[src/rtl/alu_pkg.sv]
// Shared types for the sequential ALU: opcodes, control-FSM states and shift-amount sizing.
package alu_pkg;

    typedef enum logic [2:0] {
        OpAdd = 3'd0,
        OpSub = 3'd1,
        OpAnd = 3'd2,
        OpOr  = 3'd3,
        OpXor = 3'd4,
        OpShl = 3'd5,
        OpShr = 3'd6,
        OpMul = 3'd7
    } alu_op_e;

    typedef enum logic [1:0] {
        StIdle,
        StBusy,
        StDone
    } alu_state_e;

    localparam int unsigned DefaultWidth  = 16;
    localparam int unsigned DefaultShamtW = $clog2(DefaultWidth);

    // Width of the shift-amount field taken from the low bits of operand B.
    function automatic int unsigned shamt_width(input int unsigned width);
        return $clog2(width);
    endfunction

endpackage

[src/rtl/alu_mul_seq.sv]
// Sequential shift-add multiplier, one partial product per clock, WIDTH iterations in total.
// The first iteration is folded into the start edge, so the count reaches WIDTH WIDTH edges later.
module alu_mul_seq
    import alu_pkg::*;
#(
    parameter int unsigned WIDTH = DefaultWidth
) (
    input  logic                         i_clk,
    input  logic                         i_reset_n,
    input  logic                         i_start,
    input  logic [WIDTH-1:0]             i_a,
    input  logic [WIDTH-1:0]             i_b,
    output logic                         o_done,
    output logic [2*WIDTH-1:0]           o_product,
    output logic [$clog2(WIDTH+1)-1:0]   o_count
);
    localparam int unsigned CntW = $clog2(WIDTH + 1);
    localparam logic [CntW-1:0] CntLast = CntW'(WIDTH);

    logic [2*WIDTH-1:0] acc_q, acc_d, mcand_q, mcand_d;
    logic [WIDTH-1:0]   mplier_q, mplier_d;
    logic [CntW-1:0]    cnt_q, cnt_d;

    always_comb begin
        acc_d    = acc_q;
        mcand_d  = mcand_q;
        mplier_d = mplier_q;
        cnt_d    = cnt_q;
        if (i_start) begin
            acc_d    = i_b[0] ? {{WIDTH{1'b0}}, i_a} : '0;
            mcand_d  = {{(WIDTH-1){1'b0}}, i_a, 1'b0};
            mplier_d = i_b >> 1;
            cnt_d    = CntW'(1);
        end else if (cnt_q != '0 && cnt_q != CntLast) begin
            if (mplier_q[0]) begin
                acc_d = acc_q + mcand_q;
            end
            mcand_d  = mcand_q << 1;
            mplier_d = mplier_q >> 1;
            cnt_d    = cnt_q + CntW'(1);
        end
    end

    always_ff @(posedge i_clk or negedge i_reset_n) begin
        if (!i_reset_n) begin
            acc_q    <= '0;
            mcand_q  <= '0;
            mplier_q <= '0;
            cnt_q    <= '0;
        end else begin
            acc_q    <= acc_d;
            mcand_q  <= mcand_d;
            mplier_q <= mplier_d;
            cnt_q    <= cnt_d;
        end
    end

    assign o_done    = (cnt_q == CntLast);
    assign o_product = acc_q;
    assign o_count   = cnt_q;

endmodule

[src/rtl/alu_seq.sv]
// Registered ALU with valid/ready handshake and registered N/Z/C/V flags.
// Define ALU_MUL_EN to build the multi-cycle shift-add multiplier behind opcode 7.
module alu_seq
    import alu_pkg::*;
#(
    parameter int unsigned WIDTH = DefaultWidth
) (
    input  logic             i_clk,
    input  logic             i_reset_n,
    input  logic             i_valid,
    output logic             o_ready,
    input  logic [2:0]       i_op_sel,
    input  logic [WIDTH-1:0] i_op_a,
    input  logic [WIDTH-1:0] i_op_b,
    output logic             o_valid,
    input  logic             i_ready,
    output logic [WIDTH-1:0] o_alu_out,
    output logic             o_n,
    output logic             o_z,
    output logic             o_c,
    output logic             o_v
);
    localparam int unsigned ShW = shamt_width(WIDTH);

    alu_state_e       state_q, state_d;
    alu_op_e          op;
    logic [ShW-1:0]   sh_amt;
    logic [WIDTH-1:0] alu_res, cap_res, res_q, res_d;
    logic             alu_c, alu_v, cap_c, cap_v, cap, accept, go_busy;
    logic             n_q, n_d, z_q, z_d, c_q, c_d, v_q, v_d;

    assign op      = alu_op_e'(i_op_sel);
    assign sh_amt  = i_op_b[ShW-1:0];
    assign o_ready = (state_q == StIdle) || (state_q == StDone && i_ready);
    assign accept  = i_valid && o_ready;

    always_comb begin
        alu_res = '0;
        alu_c   = 1'b0;
        alu_v   = 1'b0;
        unique case (op)
            OpAdd: begin
                {alu_c, alu_res} = {1'b0, i_op_a} + {1'b0, i_op_b};
                alu_v = (i_op_a[WIDTH-1] == i_op_b[WIDTH-1])
                     && (alu_res[WIDTH-1] != i_op_a[WIDTH-1]);
            end
            OpSub: begin
                {alu_c, alu_res} = {1'b0, i_op_a} - {1'b0, i_op_b};
                alu_v = (i_op_a[WIDTH-1] != i_op_b[WIDTH-1])
                     && (alu_res[WIDTH-1] != i_op_a[WIDTH-1]);
            end
            OpAnd: alu_res = i_op_a & i_op_b;
            OpOr:  alu_res = i_op_a | i_op_b;
            OpXor: alu_res = i_op_a ^ i_op_b;
            // The extra bit beside the operand catches the last bit shifted out.
            OpShl: {alu_c, alu_res} = {1'b0, i_op_a} << sh_amt;
            OpShr: {alu_res, alu_c} = {i_op_a, 1'b0} >> sh_amt;
            OpMul: ;
        endcase
    end

`ifdef ALU_MUL_EN
    localparam int unsigned CntW = $clog2(WIDTH + 1);

    logic                 mul_done, mul_fin, mul_hi_nz;
    logic [2*WIDTH-1:0]   mul_prod;
    logic [CntW-1:0]      mul_cnt;

    alu_mul_seq #(
        .WIDTH(WIDTH)
    ) u_mul (
        .i_clk     (i_clk),
        .i_reset_n (i_reset_n),
        .i_start   (accept && go_busy),
        .i_a       (i_op_a),
        .i_b       (i_op_b),
        .o_done    (mul_done),
        .o_product (mul_prod),
        .o_count   (mul_cnt)
    );

    assign go_busy   = (op == OpMul);
    assign mul_fin   = mul_done && (mul_cnt == CntW'(WIDTH));
    assign mul_hi_nz = |mul_prod[2*WIDTH-1:WIDTH];
`else
    assign go_busy = 1'b0;
`endif

    always_comb begin
        state_d = state_q;
        cap     = 1'b0;
        cap_res = alu_res;
        cap_c   = alu_c;
        cap_v   = alu_v;
        unique case (state_q)
            StIdle: ;
            StBusy: begin
`ifdef ALU_MUL_EN
                if (mul_fin) begin
                    state_d = StDone;
                    cap     = 1'b1;
                    cap_res = mul_prod[WIDTH-1:0];
                    cap_c   = mul_hi_nz;
                    cap_v   = mul_hi_nz;
                end
`else
                state_d = StIdle;
`endif
            end
            StDone: begin
                if (i_ready && !i_valid) begin
                    state_d = StIdle;
                end
            end
            default: state_d = StIdle;
        endcase
        if (accept) begin
            if (go_busy) begin
                state_d = StBusy;
            end else begin
                state_d = StDone;
                cap     = 1'b1;
            end
        end
    end

    // Result and flags only change together, when a finished result is captured.
    assign res_d = cap ? cap_res : res_q;
    assign n_d   = cap ? cap_res[WIDTH-1] : n_q;
    assign z_d   = cap ? (cap_res == '0) : z_q;
    assign c_d   = cap ? cap_c : c_q;
    assign v_d   = cap ? cap_v : v_q;

    always_ff @(posedge i_clk or negedge i_reset_n) begin
        if (!i_reset_n) begin
            state_q <= StIdle;
            res_q   <= '0;
            n_q     <= 1'b0;
            z_q     <= 1'b0;
            c_q     <= 1'b0;
            v_q     <= 1'b0;
        end else begin
            state_q <= state_d;
            res_q   <= res_d;
            n_q     <= n_d;
            z_q     <= z_d;
            c_q     <= c_d;
            v_q     <= v_d;
        end
    end

    assign o_valid   = (state_q == StDone);
    assign o_alu_out = res_q;
    assign o_n       = n_q;
    assign o_z       = z_q;
    assign o_c       = c_q;
    assign o_v       = v_q;

endmodule
[config.mk]
export PLATFORM = sky130hd
export DESIGN_NAME = alu_seq
export DESIGN_NICKNAME = d
export VERILOG_FILES = /design/src/rtl/alu_pkg.sv /design/src/rtl/alu_mul_seq.sv /design/src/rtl/alu_seq.sv
export SDC_FILE = /design/constraint.sdc
export NUM_CORES = 1
export LEC_CHECK = 0
export ABC_CLOCK_PERIOD_IN_PS = 5500
export CAP_MARGIN = 10
export CORE_MARGIN = 5
export CORE_UTILIZATION = 50
export CTS_BUF_LIST = sky130_fd_sc_hd__clkbuf_4 sky130_fd_sc_hd__clkbuf_8
export CTS_CLUSTER_SIZE = 25
export DETAILED_ROUTE_END_ITERATION = 6
export GPL_TIMING_DRIVEN = 0
export HOLD_SLACK_MARGIN = 0.1
export PLACE_DENSITY_LB_ADDON = 0.15
export SYNTH_ARGS = -nofsm -noshare
export SYNTH_HDL_FRONTEND = slang
export SYNTH_SLANG_ARGS = --single-unit
[constraint.sdc]
create_clock -name i_clk -period 5.5 [get_ports i_clk]
set_input_delay 0.55 -clock i_clk [delete_from_list [all_inputs] [get_ports i_clk]]
set_output_delay 0.55 -clock i_clk [all_outputs]
set_load 0.01 [all_outputs]
==> metrics.yaml <==
dp.cells: 830
max_cap_viol_count: 0
clk_path_buf_depth: 2
min-delay-start: "o_alu_out[8]"
hpwl_um: 15400
async_reset_ff_frac: 1.00
grt.overflow.total: 0
rsz0062_at_grt: "false"
min_to: "o_alu_out[8]"
worstSetupPathType: "in2reg"
clk_pin_slew_ns: 0.07
ys.flop_type: "dfrtp_1"
seq_area_frac_synth: 0.102
hold_violations: 0
required_ns: 5.69
post-cts-setup-buffers: 0
grt_usage: 0.326
synth-warning-count: 0
insertedDiodeCount: 0
gp_congestion: 1.04
synth.avg_cell_area_sq_um: 7.67
hold_buffers: 0
synth_cells: 637
reg2reg_from: "state_q[1]"
relSlewSlack: 0.435
fin_tns_setup_ns: 0
root_buffer: "clkbuf_8"
layout.cells.non_filler: 834
dieHeight_um: 109
leakage_nw: 2.37
nNetsFinal: 793
grt_pass1_wl_um: 29900
die_width_um: 109
cts-htree-levels: 1
cts_inserted_buffers: 3
fin_skew_ns: 0.00115
antenna_found_initial: 0
io_pins: 61
worstPathMaxFanout: 13
first_iter_violations: 573
grt_max_degree: 21
drive_above_1_share: 0.0984
synth-seq-cells: 20
mostFrequentLayoutCell: "clkdlybuf4s50_1"
hold_class: "reg2reg"
post-route-period-util: 0.843
cts_tree: "done"
r2r_slack_ns: 2.78
die_area_sq_um: 11800
rr_endpoint: "o_z"
start_util: 0.507
grt_pass1_vias: 5474
rows: 36
maxSlewViolCount: 0
cts.sinks: 20
syn_area_sq_um: 4890
wl_per_cell_um: 23.1
vdd_drop_max_uv: 96.0
drc: 0
layout_min_cycle_time_ns: 4.63
syn_to_final_growth_pct: 16.8
totalWireLength_um: 19200
outcome: "finished clean"
reg2regPathDepth: 9
power_density_nw_per_um2: 155
max_freq_ghz: 0.216
clock_latency_ns: 0.25
synth_cell_types: 82
synth_fp_nets: 728
antenna_left: 0
via_per_inst: 6.68
startpoint_type: "primary input"
via_count: 5570
cts_resized: 0
firstDrtPassIters: 5
worstPathArrival_ns: 4.83
end_kind: "flip-flop"
setup_viol: 0
most-common-layout-cells: "clkdlybuf4s50_1 (60), nor2_1 (57), nand2_1 (54)"
port_buffers: 60
hold_depth: 2
worstMarginPinSlew_ns: 0.844
synth_edf_count: 0
core_area_sq_um: 9640
==> per-stage QoR <==
| step | hold WS (ns) | area, sq um | util | setup WS [ns] | power, mW |
|---|---|---|---|---|---|
| CTS | 0.487 | 5710 | 0.592 | 1.03 | 0.875 |
| floorplan | 0.254 | 4890 | - | 2.13 | 0.542 |
| global route | 0.520 | 5710 | 0.592 | 0.767 | 0.938 |
| global placement | 0.464 | 5650 | 0.586 | 0.769 | 0.755 |
| detailed placement | 0.471 | 5650 | 0.586 | 0.771 | 0.764 |
| finish | 0.482 | 5710 | 0.592 | 0.866 | 0.885 |
==> power by group <==
part	leakage, nW	switching (mW)	total (mW)	internal [mW]
combinational	2.09	0.340	0.591	0.250
clock	0.0288	0.0433	0.107	0.0636
sequential	0.250	0.0138	0.187	0.174
==> worst max path at each step <==
stage,from,endpoint,slack (ns),cells past startpoint
global placement,i_op_b[1],o_z,0.77,14
detailed placement,i_op_b[2],o_z,0.77,14
floorplan,i_op_b[2],o_z,2.13,13
CTS,i_op_b[2],o_z,1.03,14
global route,i_op_b[2],o_z,0.77,14
finish,i_op_b[1],o_z,0.87,14
==> layer usage <==
layer	vias up	part of all wire	global-route usage
met3	60	0.10	0.0539
li1	2495	-	-
met1	2647	0.41	0.426
met2	368	0.45	0.537
met4	0	0.038	0.127
met5	-	0	0
==> layout make-up <==
class                   count  area [sq um]
fillers                   968          3930
well taps                 133           166
repair buffers             60           601
flip-flops and latches     20           500
inverters                  54           203
plain buffers              42           225
multi-input cells         521          3960
clock buffers               4          55.1
==> sequential cells by signal, summed over array words and instances (netlist names) <==
register and count:
o_v 1, o_z 1, o_alu_out 16, o_c 1, state_q 1
==> synthesized netlist by cell type (3+ instances only) <==
cell       count  area [sq um]
xnor2_1       10          87.6
mux4_2        16           360
nor2_1        57           214
a31oi_1        9          56.3
o21ai_0       31           155
o22ai_1       15          93.8
ha_1          50           626
o22a_1         3          26.3
nor2b_1        7          43.8
mux2i_1       25           250
o31ai_1        4          30.0
a311oi_1       3          26.3
buf_4          3          22.5
a2111oi_1      3          30.0
clkbuf_1      19          71.3
o21bai_1       5          37.5
inv_1         51           191
nand3_1       14          70.1
buf_6          3          33.8
o221ai_1       3          26.3
a211oi_1      12          90.1
mux2_1         4          45.0
nand2_1       54           203
nand2b_1       9          56.3
or3_1          4          25.0
o211ai_1       5          37.5
a22oi_1       18           135
a21oi_1       46           230
nand4_1        4          25.0
xor2_1         3          26.3
a21o_1         5          37.5
o21ai_1        5          25.0
nor3_1        18          90.1
mux2_2        12           135
nor4_1         7          43.8
buf_2         14          70.1
dfrtp_1       20           500
and3_1         5          31.3
o32ai_1        3          26.3
==> worst max-delay path, cell delays in order <==
cell	delay, ns
clkdlybuf4s50_1	0.56
inv_2	0.18
buf_2	0.27
buf_2	0.36
ha_1	0.33
a211oi_1	0.45
nor2_1	0.15
o21ai_1	0.50
o221a_2	0.36
o221ai_1	0.22
nand4_1	0.16
o41ai_1	0.10
nor4bb_1	0.42
a32o_1	0.22
==> logic make-up after synthesis <==
family	count (synthesis)	share of synthesized area
compound gates	205	0.292
simple gates	192	0.189
buf+inv	96	0.0876
mux	59	0.170
fa+ha+maj	52	0.136
flops	20	0.102
xor+xnor	13	0.0233
Note: power is estimated with default switching activity, not from simulation.
